### src/rtl/i2s_slave_rx.sv
// I2S slave receiver: oversamples external BCLK/LRCLK/DATA on CLK_IN and recovers
// stereo PCM pairs, with slot-length checking and BCLK-loss lock detection.
module i2s_slave_rx #(
  parameter int DATA_WIDTH  = 16,
  parameter int BITS_PER_CH = 32,
  parameter int TIMEOUT     = 256
) (
  input  logic                  CLK_IN,
  input  logic                  reset_n,
  input  logic                  bclk_in,
  input  logic                  lrclk_in,
  input  logic                  data_in,
  output logic [DATA_WIDTH-1:0] left_data,
  output logic [DATA_WIDTH-1:0] right_data,
  output logic                  valid,
  output logic                  frame_err,
  output logic                  locked
);

  localparam int              TW           = $clog2(TIMEOUT + 1);
  localparam logic [5:0]      SLOT_LAST    = 6'(BITS_PER_CH - 1);
  localparam logic [5:0]      CAP_LIMIT    = 6'(DATA_WIDTH);
  localparam logic [5:0]      CNT_MAX      = 6'd63;
  localparam logic [TW-1:0]   TIMEOUT_LAST = TW'(TIMEOUT - 1);
  localparam logic [TW-1:0]   TIMEOUT_SAT  = TW'(TIMEOUT);
  localparam logic [TW-1:0]   TIMEOUT_ONE  = TW'(1);

  // UNALIGNED: no LR edge seen yet; ALIGNED: slots are checked; HAVE_LEFT: left word held
  typedef enum logic [1:0] {
    UNALIGNED = 2'd0,
    ALIGNED   = 2'd1,
    HAVE_LEFT = 2'd2
  } link_state_t;

  link_state_t state, state_next;

  logic bclk_s1, bclk_s2, bclk_s3;
  logic lr_s1, lr_s;
  logic data_s1, data_s;

  logic                  rise;
  logic                  lr_change;
  logic                  slot_ok;
  logic                  timeout_hit;
  logic                  latch_left;
  logic                  emit_valid;
  logic                  emit_err;

  logic [5:0]            bit_cnt;
  logic                  lr_prev;
  logic [DATA_WIDTH-1:0] shift_reg;
  logic [DATA_WIDTH-1:0] hold_reg;
  logic [TW-1:0]         to_cnt;

  always_ff @(posedge CLK_IN or negedge reset_n) begin
    if (!reset_n) begin
      bclk_s1 <= 1'b0;
      bclk_s2 <= 1'b0;
      bclk_s3 <= 1'b0;
      lr_s1   <= 1'b0;
      lr_s    <= 1'b0;
      data_s1 <= 1'b0;
      data_s  <= 1'b0;
    end else begin
      bclk_s1 <= bclk_in;
      bclk_s2 <= bclk_s1;
      bclk_s3 <= bclk_s2;
      lr_s1   <= lrclk_in;
      lr_s    <= lr_s1;
      data_s1 <= data_in;
      data_s  <= data_s1;
    end
  end

  assign rise        = bclk_s2 & ~bclk_s3;
  assign lr_change   = rise & (lr_s != lr_prev);
  assign slot_ok     = (bit_cnt == SLOT_LAST);
  assign timeout_hit = ~rise & (to_cnt == TIMEOUT_LAST);

  always_ff @(posedge CLK_IN or negedge reset_n) begin
    if (!reset_n) begin
      to_cnt <= '0;
    end else if (rise) begin
      to_cnt <= '0;
    end else if (to_cnt != TIMEOUT_SAT) begin
      to_cnt <= to_cnt + TIMEOUT_ONE;
    end
  end

  // The rise on an LR change carries the previous slot's LSB, so it restarts the slot instead of capturing
  always_ff @(posedge CLK_IN or negedge reset_n) begin
    if (!reset_n) begin
      bit_cnt   <= '0;
      lr_prev   <= 1'b0;
      shift_reg <= '0;
    end else if (timeout_hit) begin
      bit_cnt <= '0;
    end else if (rise) begin
      if (lr_change) begin
        bit_cnt   <= '0;
        lr_prev   <= lr_s;
        shift_reg <= '0;
      end else begin
        if (bit_cnt != CNT_MAX) begin
          bit_cnt <= bit_cnt + 6'd1;
        end
        if (bit_cnt < CAP_LIMIT) begin
          shift_reg <= {shift_reg[DATA_WIDTH-2:0], data_s};
        end
      end
    end
  end

  always_ff @(posedge CLK_IN or negedge reset_n) begin
    if (!reset_n) begin
      state <= UNALIGNED;
    end else begin
      state <= state_next;
    end
  end

  always_comb begin
    state_next = state;
    latch_left = 1'b0;
    emit_valid = 1'b0;
    emit_err   = 1'b0;
    unique case (state)
      UNALIGNED: begin
        if (lr_change) begin
          state_next = ALIGNED;
        end
      end
      ALIGNED: begin
        if (lr_change) begin
          if (!slot_ok) begin
            emit_err = 1'b1;
          end else if (!lr_prev) begin
            latch_left = 1'b1;
            state_next = HAVE_LEFT;
          end
        end
      end
      HAVE_LEFT: begin
        if (lr_change) begin
          if (!slot_ok) begin
            emit_err   = 1'b1;
            state_next = ALIGNED;
          end else if (lr_prev) begin
            emit_valid = 1'b1;
            state_next = ALIGNED;
          end else begin
            latch_left = 1'b1;
          end
        end
      end
      default: begin
        state_next = UNALIGNED;
      end
    endcase
    if (timeout_hit) begin
      state_next = UNALIGNED;
    end
  end

  always_ff @(posedge CLK_IN or negedge reset_n) begin
    if (!reset_n) begin
      hold_reg <= '0;
    end else if (latch_left) begin
      hold_reg <= shift_reg;
    end
  end

  always_ff @(posedge CLK_IN or negedge reset_n) begin
    if (!reset_n) begin
      left_data  <= '0;
      right_data <= '0;
      valid      <= 1'b0;
      frame_err  <= 1'b0;
      locked     <= 1'b0;
    end else begin
      valid     <= emit_valid;
      frame_err <= emit_err;
      if (emit_valid) begin
        left_data  <= hold_reg;
        right_data <= shift_reg;
        locked     <= 1'b1;
      end else if (emit_err || timeout_hit) begin
        locked <= 1'b0;
      end
    end
  end

endmodule

### config.mk
export PLATFORM = sky130hd
export DESIGN_NAME = i2s_slave_rx
export DESIGN_NICKNAME = d
export VERILOG_FILES = /design/src/rtl/i2s_slave_rx.sv
export SDC_FILE = /design/constraint.sdc
export NUM_CORES = 1
export LEC_CHECK = 0
export BUFFER_PORTS_ARGS = -buffer_cell sky130_fd_sc_hd__buf_4
export CORE_ASPECT_RATIO = 1.4
export CORE_UTILIZATION = 55
export DETAILED_ROUTE_END_ITERATION = 16
export PLACE_DENSITY = 0.72
export SYNTH_ARGS = -nofsm -noshare
export SYNTH_HDL_FRONTEND = slang
export SYNTH_SLANG_ARGS = --single-unit
### constraint.sdc
create_clock -name CLK_IN -period 2.26 [get_ports CLK_IN]
set_input_delay 0.226 -clock CLK_IN [delete_from_list [all_inputs] [get_ports CLK_IN]]
set_output_delay 0.226 -clock CLK_IN [all_outputs]
set_load 0.02 [all_outputs]
==> metrics.txt <==
status complete, no violations; Worst Reg-to-Reg Cells 6; Initial Utilization 56.93%; GRT Resource Usage Total 19.73%; Layout Cells excl Fill around 420; worst-path fanout max 16; TritonCTS clock tree built; Worst slew margin 54.59%; sequential share of the synthesized area between 60% and 70%; hold_ws roughly 350 ps; CP Class flip-flop to flip-flop; TritonRoute pass-1 iters 4; commonest non-fill, non-tap cell in the layout dfrtp_1; Post-synth EDFFs 0; most frequent cells in the layout dfrtp_1, mux2_2, nand2_1, buf_4, a21oi_1; CTS sink count 92; Final period util between 90% and 100%; Core Box Area 0.006569 mm2; P_leak around 2.2 nW; Remaining DRCs 0; FMAX just under 500 MHz; Final min period 2052 ps; share of layout cells above drive strength 1 32.29%; Clock transition at path regs 90 ps; Hold Crit Class flip-flop to flip-flop; vias per cell 5.488; RSZ-0062 raised after global routing no; Hold Path Origin lr_s1; # setup viols final 0; syn nets 310; YS warnings 0; Most used DFF post-synth dfrtp_1; critical path, cell by cell ha_1 > nand4_1 > or2_0 > nor3_4 > buf_12 > mux2_2; flops & latches, synth 92; CP required 2490 ps; H-tree lvl count 3; root buf cell clkbuf_8; hold worst-path end lr_s; Worst Hold Path Cells 0; die area between 0.007 and 0.008 mm2; WL/cell 14.71 um; Die Ht 99.57 um; Total Routed Length approximately 6200 um; maxcap violations 0; Yosys cell types 36; initial antenna violation count 0; nets@finish 358; CP Capture Type flip-flop; Cells after DPL 404; Mean Syn Cell Area 12.59 um2; global route overflow 0; vias in the first global route 2,305; clock latency on the worst-skew pair 350 ps; DP Worst Slack 226.8 ps; final hold viol count 0; fin. max-slew vios 0; Mapped Area 0.003740 mm2; # resized after CTS 0; Worst Clk Skew between 10 and 15 ps; gpl congestion roughly 0.83; TNS Setup 0 ps; IO Count 40; Area Overhead vs Synth 17.90%; CP Launch Type flip-flop; DR vias about 2,300; worst-margin pin slew slightly below 700 ps; ys async rst share 100.0%; worst r2r src bit_cnt[0]; synthesized instance count 297; dpl hpwl 4211 um; first-pass GRT wire length 10,760 um; Crit Reg-Reg Endpoint hold_reg[12]; CTS buffer count 9; CP max-delay cell dfrtp_1; antenna viol nets, final 0; critical path arrival 2290 ps; Fillers between 400 and 500; Die W 71.69 um; row count 35; fin worst setup slack 207.6 ps; Clock Path Buffers 2; critical path's largest stage delay 380 ps; Detailed Route Iter0 Violations ~170; register-to-register setup slack 210 ps; pin count of the biggest net entering global routing 54; largest vdd supply drop 0.4952 mV; Power per Cell Area 755.0 mW/mm2; Worst Setup SP bit_cnt[0]; IO buf count 39; Ant. Diodes 0
[worst max-delay path: cells and delay by family, from the launching register on]
family,cells,cell delay (ps)
AND/OR/NAND/NOR,3,780
flip-flops,1,380
buffers and inverters,1,180
multiplexers,1,350
adder cells (fa/ha/maj),1,240
[how the worst max path moves through the flow]
stage	to	cells after the start	slack (ps)
finish	hold_reg[12]	6	210
global route	hold_reg[12]	6	50
CTS	hold_reg[12]	6	210
detailed placement	hold_reg[7]	6	230
global placement	hold_reg[8]	6	280
floorplan	hold_reg[10]	7	260
[power by group]
part           internal, mW  switching (mW)  total (mW)
combinational         0.146           0.189       0.335
clock                 0.653           0.555        1.21
sequential             1.72          0.0675        1.79
total                  2.52           0.812        3.33
[final cells by class]
class / instances / area (um2) / area share [%]
clock buffers: 10 / 137.6 / 3.121
clock inverters: 6 / 86.33 / 1.958
inverters: 6 / 22.52 / 0.5108
multi-input cells: 186 / 1358 / 30.79
flip-flops and latches: 92 / 2302 / 52.21
well taps: 74 / 92.59 / 2.100
repair buffers: 50 / 410.4 / 9.308
[kinds of logic after synthesis]
group                      share of synthesized area (%)
muxes                                              15.26
DFF                                                61.56
adders and majority gates                          2.677
AOI/OAI and AO/OA                                  5.420
xor gates and xnor gates                           1.840
buffers and inverters                              2.275
and+or+nand+nor                                    10.97
[synthesized netlist by cell type, drive strengths merged (3+ instances only)]
cell / count / share of area (%)
o21ai: 3 / 0.40
and3: 7 / 1.2
ha: 8 / 2.7
dfrtp: 92 / 62
a21oi: 26 / 3.5
mux2i: 3 / 0.80
inv: 6 / 0.60
nand2b: 3 / 0.50
clkbuf: 9 / 0.97
nand2: 46 / 4.6
buf: 4 / 0.70
xor2: 4 / 1.1
nor4b: 3 / 0.70
xnor2: 3 / 0.70
nand3: 6 / 0.80
mux2: 48 / 14
nor2: 8 / 1.0
[timing repair]
item                      CTS  global route
hold buffers                4             0
buffers inserted            0             0
hold endpoints to repair   53             0
[metrics by stage]
stage	instance area (um2)	util, %	power, mW
2_1_floorplan	3740	-	2.041
6_report	4409	67.12	3.329
3_3_place_gp	4145	63.10	2.139
3_5_place_dp	4145	63.10	2.154
4_1_cts	4409	67.12	3.369
5_1_grt	4409	67.12	3.508
[metal layers]
layer	global-route usage, %	wire length [um]	vias to the layer above
met5	0	0	-
li1	-	-	1118
met2	32.44	3237	49
met1	25.31	2764	1154
met4	8.296	53	0
met3	4.255	181	6
Note: power is estimated with default switching activity, not from simulation.
